===== config.mk =====
export PLATFORM = sky130hd
export DESIGN_NAME = hdmi_pixel_pipe
export DESIGN_NICKNAME = d
export VERILOG_FILES = /design/src/rtl/hdmi_pixel_pipe.sv
export SDC_FILE = /design/constraint.sdc
export NUM_CORES = 1
export LEC_CHECK = 0
export CAP_MARGIN = 5
export CORE_AREA = 2 2 102 104
export CTS_BUF_LIST = sky130_fd_sc_hd__clkbuf_16
export CTS_CLUSTER_SIZE = 24
export DETAILED_ROUTE_END_ITERATION = 16
export DIE_AREA = 0 0 104 106
export GPL_TIMING_DRIVEN = 0
export PLACE_DENSITY_LB_ADDON = 0.1
export SLEW_MARGIN = 0
export SYNTH_ARGS = -nofsm -noshare
export SYNTH_HDL_FRONTEND = slang
export SYNTH_SLANG_ARGS = --single-unit

===== constraint.sdc =====
create_clock -name p_clock -period 6.6 [get_ports p_clock]
set_clock_uncertainty 0.2 [all_clocks]
set_input_delay 1.65 -clock p_clock [delete_from_list [all_inputs] [get_ports p_clock]]
set_output_delay 1.65 -clock p_clock [all_outputs]
set_load 0.05 [all_outputs]

===== src/rtl/hdmi_pixel_pipe.sv =====
// Pixel-stream stage between HDMI decoder and encoder: fixed-latency video delay,
// frame-synchronous pixel processing (pass/invert/fill/ramp) and input frame timing measurement.
module hdmi_pixel_pipe #(
    parameter int CHANNELS   = 3,
    parameter int CH_WIDTH   = 8,
    parameter int PIPE_DEPTH = 2,
    parameter int CNT_WIDTH  = 12
) (
    input  logic                         p_clock,
    input  logic                         reset_n,
    input  logic [1:0]                   mode,
    input  logic [CHANNELS*CH_WIDTH-1:0] fill_colour,
    input  logic [2:0]                   sync_in,
    input  logic [CHANNELS*CH_WIDTH-1:0] rgb_in,
    output logic [2:0]                   sync_out,
    output logic [CHANNELS*CH_WIDTH-1:0] rgb_out,
    output logic [1:0]                   active_mode,
    output logic [CNT_WIDTH-1:0]         frame_width,
    output logic [CNT_WIDTH-1:0]         frame_height,
    output logic                         timing_valid,
    output logic                         frame_start
);

    localparam int PW = CHANNELS * CH_WIDTH;
    localparam logic [CNT_WIDTH-1:0] CNT_MAX = '1;

    typedef enum logic [1:0] {
        MODE_PASS = 2'd0,
        MODE_INV  = 2'd1,
        MODE_FILL = 2'd2,
        MODE_RAMP = 2'd3
    } mode_e;

    logic                 r_vsync_d;
    logic                 r_de_d;
    logic [1:0]           r_active_mode;
    logic [CNT_WIDTH-1:0] r_x_cnt;
    logic [CNT_WIDTH-1:0] r_y_cnt;
    logic [CNT_WIDTH-1:0] r_ref_len;
    logic                 r_have_ref;
    logic                 r_mismatch;
    logic [CNT_WIDTH-1:0] r_frame_width;
    logic [CNT_WIDTH-1:0] r_frame_height;
    logic                 r_timing_valid;
    logic                 r_frame_start;
    logic [PW-1:0]        r_rgb_pipe  [PIPE_DEPTH];
    logic [2:0]           r_sync_pipe [PIPE_DEPTH];

    logic                 w_vsync;
    logic                 w_de;
    logic                 w_vs_rise;
    logic                 w_de_fall;
    logic [1:0]           w_mode_eff;
    logic [CNT_WIDTH-1:0] w_x_next;
    logic [CNT_WIDTH-1:0] w_y_next;
    logic [CNT_WIDTH-1:0] w_y_cur;
    logic [CNT_WIDTH-1:0] w_ref_next;
    logic                 w_line_mis;
    logic                 w_mis_cur;
    logic [PW-1:0]        w_pix;

    assign w_vsync    = sync_in[2];
    assign w_de       = sync_in[0];
    assign w_vs_rise  = w_vsync & ~r_vsync_d;
    assign w_de_fall  = ~w_de & r_de_d;

    // The mode sampled on vsync rise already governs the pixel entering in that cycle.
    assign w_mode_eff = w_vs_rise ? mode : r_active_mode;

    assign w_x_next   = (r_x_cnt == CNT_MAX) ? r_x_cnt : r_x_cnt + 1'b1;
    assign w_y_next   = (r_y_cnt == CNT_MAX) ? r_y_cnt : r_y_cnt + 1'b1;

    // Frame-close values include a line that ends in the same cycle as the vsync rise.
    assign w_line_mis = w_de_fall & r_have_ref & (r_x_cnt != r_ref_len);
    assign w_ref_next = (w_de_fall & ~r_have_ref) ? r_x_cnt : r_ref_len;
    assign w_y_cur    = w_de_fall ? w_y_next : r_y_cnt;
    assign w_mis_cur  = r_mismatch | w_line_mis;

    always_ff @(posedge p_clock or negedge reset_n) begin
        if (!reset_n) begin
            r_vsync_d      <= 1'b0;
            r_de_d         <= 1'b0;
            r_active_mode  <= 2'd0;
            r_x_cnt        <= '0;
            r_y_cnt        <= '0;
            r_ref_len      <= '0;
            r_have_ref     <= 1'b0;
            r_mismatch     <= 1'b0;
            r_frame_width  <= '0;
            r_frame_height <= '0;
            r_timing_valid <= 1'b0;
            r_frame_start  <= 1'b0;
        end else begin
            r_vsync_d     <= w_vsync;
            r_de_d        <= w_de;
            r_frame_start <= w_vs_rise;
            r_x_cnt       <= w_de ? w_x_next : '0;
            r_ref_len     <= w_ref_next;
            if (w_vs_rise) begin
                r_active_mode  <= mode;
                r_frame_height <= w_y_cur;
                r_frame_width  <= w_ref_next;
                r_timing_valid <= (w_y_cur != '0) & ~w_mis_cur;
                r_y_cnt        <= '0;
                r_mismatch     <= 1'b0;
                r_have_ref     <= 1'b0;
            end else begin
                if (w_de_fall) begin
                    r_y_cnt    <= w_y_next;
                    r_have_ref <= 1'b1;
                end
                r_mismatch <= w_mis_cur;
            end
        end
    end

    always_comb begin
        w_pix = '0;
        if (w_de) begin
            case (w_mode_eff)
                MODE_PASS: w_pix = rgb_in;
                MODE_INV:  w_pix = ~rgb_in;
                MODE_FILL: w_pix = fill_colour;
                MODE_RAMP: begin
                    for (int k = 0; k < CHANNELS; k++) begin
                        w_pix[k*CH_WIDTH +: CH_WIDTH] = r_x_cnt[CH_WIDTH-1:0];
                    end
                end
                default:   w_pix = '0;
            endcase
        end
    end

    // Stage 0 holds the processed pixel; the remaining stages are plain delay.
    always_ff @(posedge p_clock or negedge reset_n) begin
        if (!reset_n) begin
            for (int i = 0; i < PIPE_DEPTH; i++) begin
                r_rgb_pipe[i]  <= '0;
                r_sync_pipe[i] <= '0;
            end
        end else begin
            r_rgb_pipe[0]  <= w_pix;
            r_sync_pipe[0] <= sync_in;
            for (int i = 1; i < PIPE_DEPTH; i++) begin
                r_rgb_pipe[i]  <= r_rgb_pipe[i-1];
                r_sync_pipe[i] <= r_sync_pipe[i-1];
            end
        end
    end

    assign rgb_out      = r_rgb_pipe[PIPE_DEPTH-1];
    assign sync_out     = r_sync_pipe[PIPE_DEPTH-1];
    assign active_mode  = r_active_mode;
    assign frame_width  = r_frame_width;
    assign frame_height = r_frame_height;
    assign timing_valid = r_timing_valid;
    assign frame_start  = r_frame_start;

endmodule


==> reports/metrics.yaml, run 1 <==
floorplanning:
  initial_core_util_pct: 53.39
  coreArea_sq_um: 10000
  ioPinCount: 110
  die_x_microns: 104
  die_h_microns: 106
  dieArea_sq_um: 11020
  rows: 37
route:
  drtAntennaViolNets: 0
  routedWlPerCell_microns: 16.35
  postRouteWirelength_microns: 12740
  initialDrtViolationCount: 158
  drtPass1Iterations: 4
  viasPerCell: 5.191
  routed-via-count: 4044
  drc: 0
timing:
  slew_violations: 0
  slew_headroom_pct: 64.12
  finalCriticalPeriod_ns: 3.566
  grt_setup_unrepaired: "false"
  layout_setup_ws_ns: 3.034
  finalSetupViolCount: 0
  hold_viol: 0
  worstMarginPinSlew_ns: 0.5365
  timing.final.crit_share_pct: 54.04
  max_freq_mhz: 280.4
clocking:
  cts.sinks: 120
  cts_inserted_buffers: 17
  clk_latency_ns: 0.41
  cts-root-buf: "clkbuf_16"
  cts-resized-gates: 0
  cts_tree: "built"
  clk_pin_slew_worst_paths_ns: 0.05
  cts_buffer_depth: 2
  htreeDepth: 4
  cts_hold_buffers: 0
  post_cts_buffers: 0
global_routing:
  grt_use_met3_pct: 5.763
  grt_pass1_vias: 4189
  grt_max_degree: 70
  antenna_found_initial: 0
  grt_use_met1_pct: 31.56
  grt_usage_pct: 24.82
  met2_usage_pct: 40.37
  grt_pass1_wl_microns: 21070
  grt-busiest-layer: "met2"
  grt_overflow: 0
yosys:
  synth_top_area_share_pct: 56.25
  avgSynthCellArea_sq_um: 10.64
  synth-seq-cells: 120
  syn_area_sq_um: 5339
  syn_inst: 502
  yosysTopAreaCell: "dfrtp_1"
  synth_common_cells: "120 x dfrtp_1, 60 x nand2_1, 55 x nor2_1"
  synth_cell_types: 44
  yosysSeqAreaShare_pct: 56.25
  synthArstFlopShare_pct: 100.0
  synth.most_common_cell: "dfrtp_1"
  yosysWarnings: 0
  synth_edf_count: 0
  ys.flop_type: "dfrtp_1"
  synth_nets: 559
  synth.area.top_cells: "dfrtp_1 56%, xnor2_1 5.2%, nand2_1 4.2%"
layout:
  drive_above_1_share_pct: 13.53
  area_growth_pct: 34.83
  final_area_sq_um: 7198
  diodes: 0
  utilization_pct: 71.98
  fill_cells: 757
  final_nets: 688
worst_setup_path:
  worstSetupPathType: "input port to flip-flop"
  startpoint_type: "input port"
  cp_slowest_cell: "clkdlybuf4s50_1"
  worstPathArrival_ns: 3.63
  r2r_slack_ns: 4.11
  critPathLaunch: "sync_in[2]"
  endpoint: "r_rgb_pipe[28]"
  cp.required_ns: 6.66
  r2r_start: "r_y_cnt[0]"
  worst_setup_path_end_kind: "flip-flop"
  max_stage_delay_ns: 0.42
  path_cells: "clkdlybuf4s50_1, nand2b_1, buf_2, nand2_1, nand2_1, clkbuf_1, clkbuf_1, a211oi_1"
  reg2reg_depth: 6
  reg2reg_to: "timing_valid"
  cp_max_fo: 10
power:
  p_total_w: 0.002175
  vdd.ir_drop.worst_mv: 0.1616
  leakagePower_nw: 3.322
  power_density_nw_per_um2: 302.2
placement:
  gp_congestion: 0.8884
  port_buffers: 109
  dp_slack_ns: 2.638
  placed_area_sq_um: 6629
  place_hpwl_microns: 8818
min_path:
  hp-start: "r_rgb_pipe[27]"
  hold_class: "flip-flop to flip-flop"
run:
  cap_violations: 0
run_status:
  outcome: "completed"
==> layer usage <==
layer	vias up	share of wire, %	wire [microns]
met5	-	0	0
met4	0	2.1	264
met2	116	49	6208
li1	1921	-	-
met1	1985	44	5603
met3	22	5.2	659
==> area by class of cell <==
class / instances / area [sq um] / share of cell area [%]
buffer: 54 / 326.6 / 4.537
clock buffer: 17 / 425.4 / 5.910
clock inverter: 14 / 143.9 / 1.999
sequential: 120 / 3003 / 41.72
multi-input combinational: 320 / 1979 / 27.50
tap: 136 / 170.2 / 2.364
inverter: 8 / 30.03 / 0.4172
timing repair buffer: 110 / 1120 / 15.56
==> flip-flops by register name (all words and copies together) (netlist names) <==
signal / flops
r_sync_pipe: 3
r_ref_len: 12
r_y_cnt: 12
frame_height: 12
active_mode: 2
sync_out: 3
timing_valid: 1
frame_width: 12
frame_start: 1
r_rgb_pipe: 24
r_have_ref: 1
rgb_out: 24
r_mismatch: 1
r_x_cnt: 12
==> through the flow <==
stage                     hold slack [ns]  setup TNS (ns)  instances
after floorplan                    0.1312               0        502
after global placement             0.1313          -91.72        747
after detailed placement           0.1347               0        748
after CTS                          0.1465               0        779
after global routing               0.1530               0        779
final                              0.1461               0        779
==> power by group <==
part | total [W] | internal, W | switching (W)
clock network | 0.000895 | 0.000580 | 0.000315
logic | 0.000447 | 0.000180 | 0.000268
registers | 0.000833 | 0.000802 | 0.0000309
==> cells by family (layout without fill, tap and decap cells) <==
kind of cell / after synthesis / after routing / share of synthesized area, %
and+or+nand+nor: 168 / 168 / 15.07
DFF: 120 / 120 / 56.25
AOI/OAI and AO/OA: 83 / 83 / 9.796
buffers and inverters: 62 / 203 / 6.679
xor gates and xnor gates: 47 / 47 / 7.710
muxes: 20 / 20 / 4.031
adders and majority gates: 2 / 2 / 0.4686
==> placed cells by master (no fill, tap or decap), types with 10 or more instances in the layout <==
master and n:
a211oi_1 25, a21oi_1 28, buf_2 10, buf_4 27, clkbuf_1 16, clkbuf_16 17, clkdlybuf4s50_1 108, dfrtp_1 120
inv_1 11, mux2_2 12, nand2_1 60, nor2_1 55, o21ai_0 18, xnor2_1 32, xor2_1 15
==> worst min-delay path by stage <==
stage	endpoint	slack, ns	cells past startpoint
4_1_cts	rgb_out[14]	0.15	0
3_3_place_gp	rgb_out[4]	0.13	0
2_1_floorplan	rgb_out[0]	0.13	0
6_report	rgb_out[3]	0.15	0
3_5_place_dp	rgb_out[14]	0.13	0
5_1_grt	rgb_out[23]	0.15	0
==> critical path, delay by kind of cell <==
kind,cells,cell delay [ns]
AO/OA/AOI/OAI,1,0.16
buffers and inverters,4,1.44
AND/OR/NAND/NOR,3,0.37
(Power assumes the default switching activity.)
==> run 2, diff against run 1 <==
- CORE_AREA: 2 2 102 104 -> 2 2 106 108
- DIE_AREA: 0 0 104 106 -> 0 0 108 110
- clock period: 6.6 -> 3.3 ns (I/O delays scaled with it)
==> run 2 against run 1 <==
  * Sequential cell count unchanged
  * Power is 99% higher
  * Hold slack got worse by 0.012 ns
  * Via count fell by 0.32%
  * Register-to-register slack got worse by 3.3 ns
  * Final cell count is 0.39% higher
  * Clock power is 99% higher
  * Critical path type unchanged
  * Highest routed layer unchanged
==> reports/metrics.yaml, run 2 (synthesis results as in run 1) <==
run_status:
  outcome: "completed"
timing:
  timing.final.crit_share_pct: 85.43
  hold_viol: 0  # unchanged
  slew_headroom_pct: 60.76  # -3.4 points
  finalCriticalPeriod_ns: 2.819
  grt_setup_unrepaired: "false"
  worstMarginPinSlew_ns: 0.5824  # +0.04592 ns
  slew_violations: 0  # unchanged
  max_freq_mhz: 354.7
  layout_setup_ws_ns: 0.4810  # -2.553 ns
  finalSetupViolCount: 0  # unchanged
worst_setup_path:
  worstPathArrival_ns: 2.88  # -0.75 ns
  worstSetupPathType: "input port to flip-flop"
  cp_max_fo: 9  # -1
  cp.required_ns: 3.37  # -3.29 ns
  reg2reg_depth: 6  # unchanged
  startpoint_type: "input port"
  r2r_start: "r_y_cnt[0]"
  reg2reg_to: "timing_valid"
  worst_setup_path_end_kind: "flip-flop"
  r2r_slack_ns: 0.81  # -3.30 ns
floorplanning:
  rows: 38  # +2.7%
  die_x_microns: 108  # +3.8%
  dieArea_sq_um: 11880  # +7.8%
  die_h_microns: 110  # +3.8%
  ioPinCount: 110  # unchanged
  coreArea_sq_um: 10700  # +7.0%
  initial_core_util_pct: 49.91  # -3.5 points
route:
  drc: 0  # unchanged
  routed-via-count: 4031  # -0.32%
  drtAntennaViolNets: 0  # unchanged
  drtPass1Iterations: 4  # unchanged
  initialDrtViolationCount: 247  # +56%
  routedWlPerCell_microns: 16.19  # -0.95%
  viasPerCell: 5.155  # -0.70%
  postRouteWirelength_microns: 12660  # -0.57%
placement:
  place_hpwl_microns: 9027  # +2.4%
  gp_congestion: 0.8506  # -4.3%
  port_buffers: 109  # unchanged
  placed_area_sq_um: 6634  # about the same
  dp_slack_ns: 0.04791  # -2.590 ns
global_routing:
  antenna_found_initial: 0  # unchanged
  grt_pass1_wl_microns: 20010  # -5.0%
  grt_use_met1_pct: 29.33  # -2.2 points
  grt_use_met3_pct: 6.349  # +0.59 points
  grt_usage_pct: 22.46  # -2.4 points
  grt_overflow: 0  # unchanged
  met2_usage_pct: 36.16  # -4.2 points
  grt-busiest-layer: "met2"
  grt_pass1_vias: 4016  # -4.1%
  grt_max_degree: 78  # +11%
layout:
  final_nets: 688  # unchanged
  drive_above_1_share_pct: 13.86  # +0.33 points
  final_area_sq_um: 7199  # about the same
  utilization_pct: 67.30  # -4.7 points
  diodes: 0  # unchanged
  area_growth_pct: 34.85  # about the same
  mostFrequentLayoutCells: "120 x dfrtp_1, 108 x clkdlybuf4s50_1, 60 x nand2_1, 55 x nor2_1, 32 x xnor2_1"
  final_common_cell: "dfrtp_1"
clocking:
  clk_pin_slew_worst_paths_ns: 0.05  # about the same
  post_cts_buffers: 0  # unchanged
  cts-root-buf: "clkbuf_16"
  cts_buffer_depth: 2  # unchanged
  cts_tree: "built"
  cts.sinks: 120  # unchanged
  cts-resized-gates: 0  # unchanged
  cts_hold_buffers: 0  # unchanged
  cts_inserted_buffers: 17  # unchanged
  clk_latency_ns: 0.41  # about the same
  htreeDepth: 4  # unchanged
power:
  leakagePower_nw: 3.322  # about the same
  power_density_nw_per_um2: 602.0  # +99%
  p_total_w: 0.004334  # +99%
  vdd.ir_drop.worst_mv: 0.3583  # +120%
run:
  cap_violations: 0  # unchanged
min_path:
  hold_class: "input port to asynchronous set/reset pin"
-- run 2: cell count changes in the layout (fill, tap and decap cells not counted) --
cell,previous run,this run
clkinvlp_4,2,1
inv_1,11,9
clkinv_2,4,7
clkinv_1,2,1
-- run 2: through the flow --
step                TNS, ns  std cells  hold WS, ns
finish                    0        782       0.1338
detailed placement        0        752       0.1347
global route              0        782       0.1520
floorplan                 0        502       0.1312
global placement    -397.22        751       0.1313
CTS                       0        782       0.1464
-- run 2: power by group --
| group | switching, W | internal (W) | total (W) | leakage, nW |
|---|---|---|---|---|
| registers | 0.0000575 | 0.00160 | 0.00166 | 1.59 |
| logic | 0.000530 | 0.000359 | 0.000888 | 1.44 |
| clock network | 0.000624 | 0.00116 | 0.00178 | 0.290 |
| total | 0.00121 | 0.00312 | 0.00433 | 3.32 |
-- run 2: area by class of cell --
cell class	count	area [sq um]
Clock buffer	17	425.4
Tap cell	140	175.2
Clock inverter	13	140.1
Timing Repair Buffer	110	1120
Multi-Input combinational cell	320	1979
Inverter	8	30.03
Buffer	54	326.6
Fill cell	844	3498
Sequential cell	120	3003
-- run 2: critical path, cell delays in order --
cell             delay (ns)
clkdlybuf4s50_1        0.62
nand4b_1               0.40
nor4_2                 0.36
a31oi_1                0.15
nor4b_1                0.39
a31oi_1                0.13
-- run 2: worst max-delay path by stage --
stage,to,depth (start not counted),from
after CTS,timing_valid,6,sync_in[0]
after global placement,rgb_out[1],1,reset_n
after detailed placement,timing_valid,6,sync_in[0]
after global routing,r_rgb_pipe[35],8,sync_in[2]
final,timing_valid,6,sync_in[0]
after floorplan,r_rgb_pipe[28],7,sync_in[2]
-- run 2: per-layer routing --
metal / up-vias / routed length (microns)
met5: - / 0
li1: 1929 / -
met4: 0 / 176
met3: 20 / 874
met2: 133 / 6008
met1: 1949 / 5604
==> run 3, diff against run 2 <==
--- a/config.mk
+++ b/config.mk
@@ -8,3 +8,5 @@
 export CAP_MARGIN = 5
-export CORE_AREA = 2 2 106 108
+export CELL_PAD_IN_SITES_DETAIL_PLACEMENT = 0
+export CELL_PAD_IN_SITES_GLOBAL_PLACEMENT = 1
+export CORE_AREA = 2 2 119 121
 export CTS_BUF_LIST = sky130_fd_sc_hd__clkbuf_16
@@ -12,3 +14,3 @@
 export DETAILED_ROUTE_END_ITERATION = 16
-export DIE_AREA = 0 0 108 110
+export DIE_AREA = 0 0 121 123
 export GPL_TIMING_DRIVEN = 0
@@ -19 +21,2 @@
 export SYNTH_SLANG_ARGS = --single-unit
+export TNS_END_PERCENT = 20
==> constraint.sdc (replaced) <==
create_clock -name p_clock -period 3.3 [get_ports p_clock]
set_clock_uncertainty 0.2 [all_clocks]
set_input_delay 0.99 -clock p_clock [delete_from_list [all_inputs] [get_ports p_clock]]
set_output_delay 0.99 -clock p_clock [all_outputs]
set_load 0.05 [all_outputs]
==> run 3 against run 2 <==
  * Sequential share of layout area fell by 0.54 points
  * Power rose by 2.7%
  * Highest routed layer unchanged
  * Hold slack improved by 0.012 ns
  * Largest power group unchanged
  * Die area rose by 25%
  * Sequential power barely moved
==> reports/metrics.yaml, run 3 (synthesis results as in run 1) <==
min_path:
  hold_class: "flip-flop to flip-flop"
  hold-path-endpoint: "rgb_out[4]"
  hp-start: "r_rgb_pipe[28]"
  hold_depth: 0
global_routing:
  grt_pass1_vias: 4059  # +1.1%
  antenna_found_initial: 0  # unchanged
  grt_pass1_wl_microns: 21370  # +6.8%
  grt_usage_pct: 18.97  # -3.5 points
  grt_max_degree: 64  # -18%
  grt_overflow: 0  # unchanged
clocking:
  post_cts_buffers: 0  # unchanged
  cts-root-buf: "clkbuf_16"
  clk_pin_slew_worst_paths_ns: 0.05  # about the same
  cts_hold_buffers: 0  # unchanged
  cts_inserted_buffers: 17  # unchanged
  cts.sinks: 120  # unchanged
  cts_buffer_depth: 2  # unchanged
  htreeDepth: 4  # unchanged
  cts-resized-gates: 0  # unchanged
  cts_tree: "built"
  clk_latency_ns: 0.41  # about the same
timing:
  slew_violations: 0  # unchanged
  grt_setup_unrepaired: "false"
  timing.final.crit_share_pct: 91.49  # +6.1 points
  finalCriticalPeriod_ns: 3.019  # +0.2001 ns
  fin_tns_setup_ns: 0  # unchanged
  layout_setup_ws_ns: 0.2809  # -0.2001 ns
  hold_viol: 0  # unchanged
  max_freq_mhz: 331.2  # -6.6%
  slew_headroom_pct: 61.20  # +0.44 points
  hold_slack_ns: 0.1457  # +0.01199 ns
  worstMarginPinSlew_ns: 0.5820  # -0.0004097 ns
  finalSetupViolCount: 0  # unchanged
worst_setup_path:
  cpMostUsedCell: "a31oi_1"
  cp_max_fo: 9  # unchanged
  path_cells: "clkdlybuf4s50_1, nand4b_1, nor4_2, a31oi_1, nor4b_1, a31oi_1"
  cp.required_ns: 3.37  # about the same
  r2r_slack_ns: 0.78  # -0.03 ns
  worst_setup_path_end_kind: "flip-flop"
  startpoint_type: "input port"
  max_stage_delay_ns: 0.64  # +0.02 ns
  crit_family: "simple AND/OR/NAND/NOR gates"
  cp_slowest_cell: "clkdlybuf4s50_1"
  worstPathArrival_ns: 3.09  # +0.21 ns
  worstSetupPathType: "input port to flip-flop"
  cp.buffers_inverters: 1  # unchanged
  reg2reg_to: "timing_valid"
  r2r_start: "r_y_cnt[0]"
  reg2reg_depth: 6  # unchanged
power:
  power_density_nw_per_um2: 610.1  # +1.4%
  vdd.ir_drop.worst_mv: 0.4025  # +12%
  leakagePower_nw: 3.333  # +0.33%
  p_total_w: 0.004451  # +2.7%
route:
  routedWlPerCell_microns: 15.77  # -2.6%
  postRouteWirelength_microns: 12990  # +2.6%
  drc: 0  # unchanged
  routed-via-count: 3999  # -0.79%
  viasPerCell: 4.853  # -5.9%
  drtAntennaViolNets: 0  # unchanged
  drtPass1Iterations: 4  # unchanged
  initialDrtViolationCount: 295  # +19%
floorplanning:
  coreArea_sq_um: 13610  # +27%
  dieArea_sq_um: 14880  # +25%
  initial_core_util_pct: 39.22  # -11 points
  die_x_microns: 121  # +12%
  die_h_microns: 123  # +12%
  ioPinCount: 110  # unchanged
  rows: 43  # +13%
layout:
  drive_above_1_share_pct: 14.13  # +0.27 points
  final_nets: 688  # unchanged
  mostFrequentLayoutCells: "120 x dfrtp_1, 108 x clkdlybuf4s50_1, 60 x nand2_1, 55 x nor2_1, 32 x xnor2_1"
  final_common_cell: "dfrtp_1"
  diodes: 0  # unchanged
  area_growth_pct: 36.63
run:
  cap_violations: 0  # unchanged
placement:
  port_buffers: 109  # unchanged
  gp_congestion: 0.8672  # +2.0%
  place_hpwl_microns: 9297  # +3.0%
  dp_slack_ns: -0.1291  # -0.1770 ns
run_status:
  outcome: "completed"
[run 3: cell count changes in the layout (fill, tap and decap cells not counted), sizes merged]
cell,change
inv,-1
bufinv,+1
clkinv,+1
clkinvlp,+1
[run 3: through the flow]
step                utilization (%)  area [sq um]  std cells
finish                        53.59          7295        824
global route                  53.59          7295        824
CTS                           53.59          7295        824
detailed placement            49.10          6684        792
global placement              48.89          6655        791
floorplan                         -          5339        502
[run 3: cell type report]
type / count / area [sq um]
fillers: 1280 / 6317
flip-flops and latches: 120 / 3003
multi-input cells: 320 / 1979
repair buffers: 110 / 1120
clock buffers: 17 / 425.4
plain buffers: 54 / 326.6
well taps: 180 / 225.2
clock inverters: 15 / 185.2
inverters: 8 / 30.03
[run 3: worst reg2reg max path: stages, from the launching register on]
cell and delay [ns]:
dfrtp_1 0.46, ha_1 0.23, nand2_1 0.16, o41ai_4 0.46, mux2i_1 0.37, nor4b_1 0.37
a31oi_1 0.14
[run 3: worst max path at each step]
stage,slack (ns),endpoint,cells after the start,start
after global routing,0.14,timing_valid,6,sync_in[0]
after detailed placement,-0.13,timing_valid,6,sync_in[0]
final,0.28,timing_valid,6,sync_in[0]
after global placement,-3.67,frame_width[8],1,reset_n
after CTS,0.26,timing_valid,6,sync_in[0]
after floorplan,0.85,r_rgb_pipe[28],7,sync_in[2]
[run 3: per-layer routing]
metal / global-route usage [%] / wire (microns) / up-vias
li1: - / - / 1935
met1: 26.02 / 6200 / 1919
met2: 28.76 / 5872 / 121
met3: 4.705 / 648 / 24
met4: 8.067 / 270 / 0
met5: 0 / 0 / -
[run 3: power by group]
group	internal, W	leakage (nW)	switching, W
clock network	0.00125	0.301	0.000656
logic	0.000359	1.44	0.000524
registers	0.00160	1.59	0.0000588
total	0.00321	3.33	0.00124
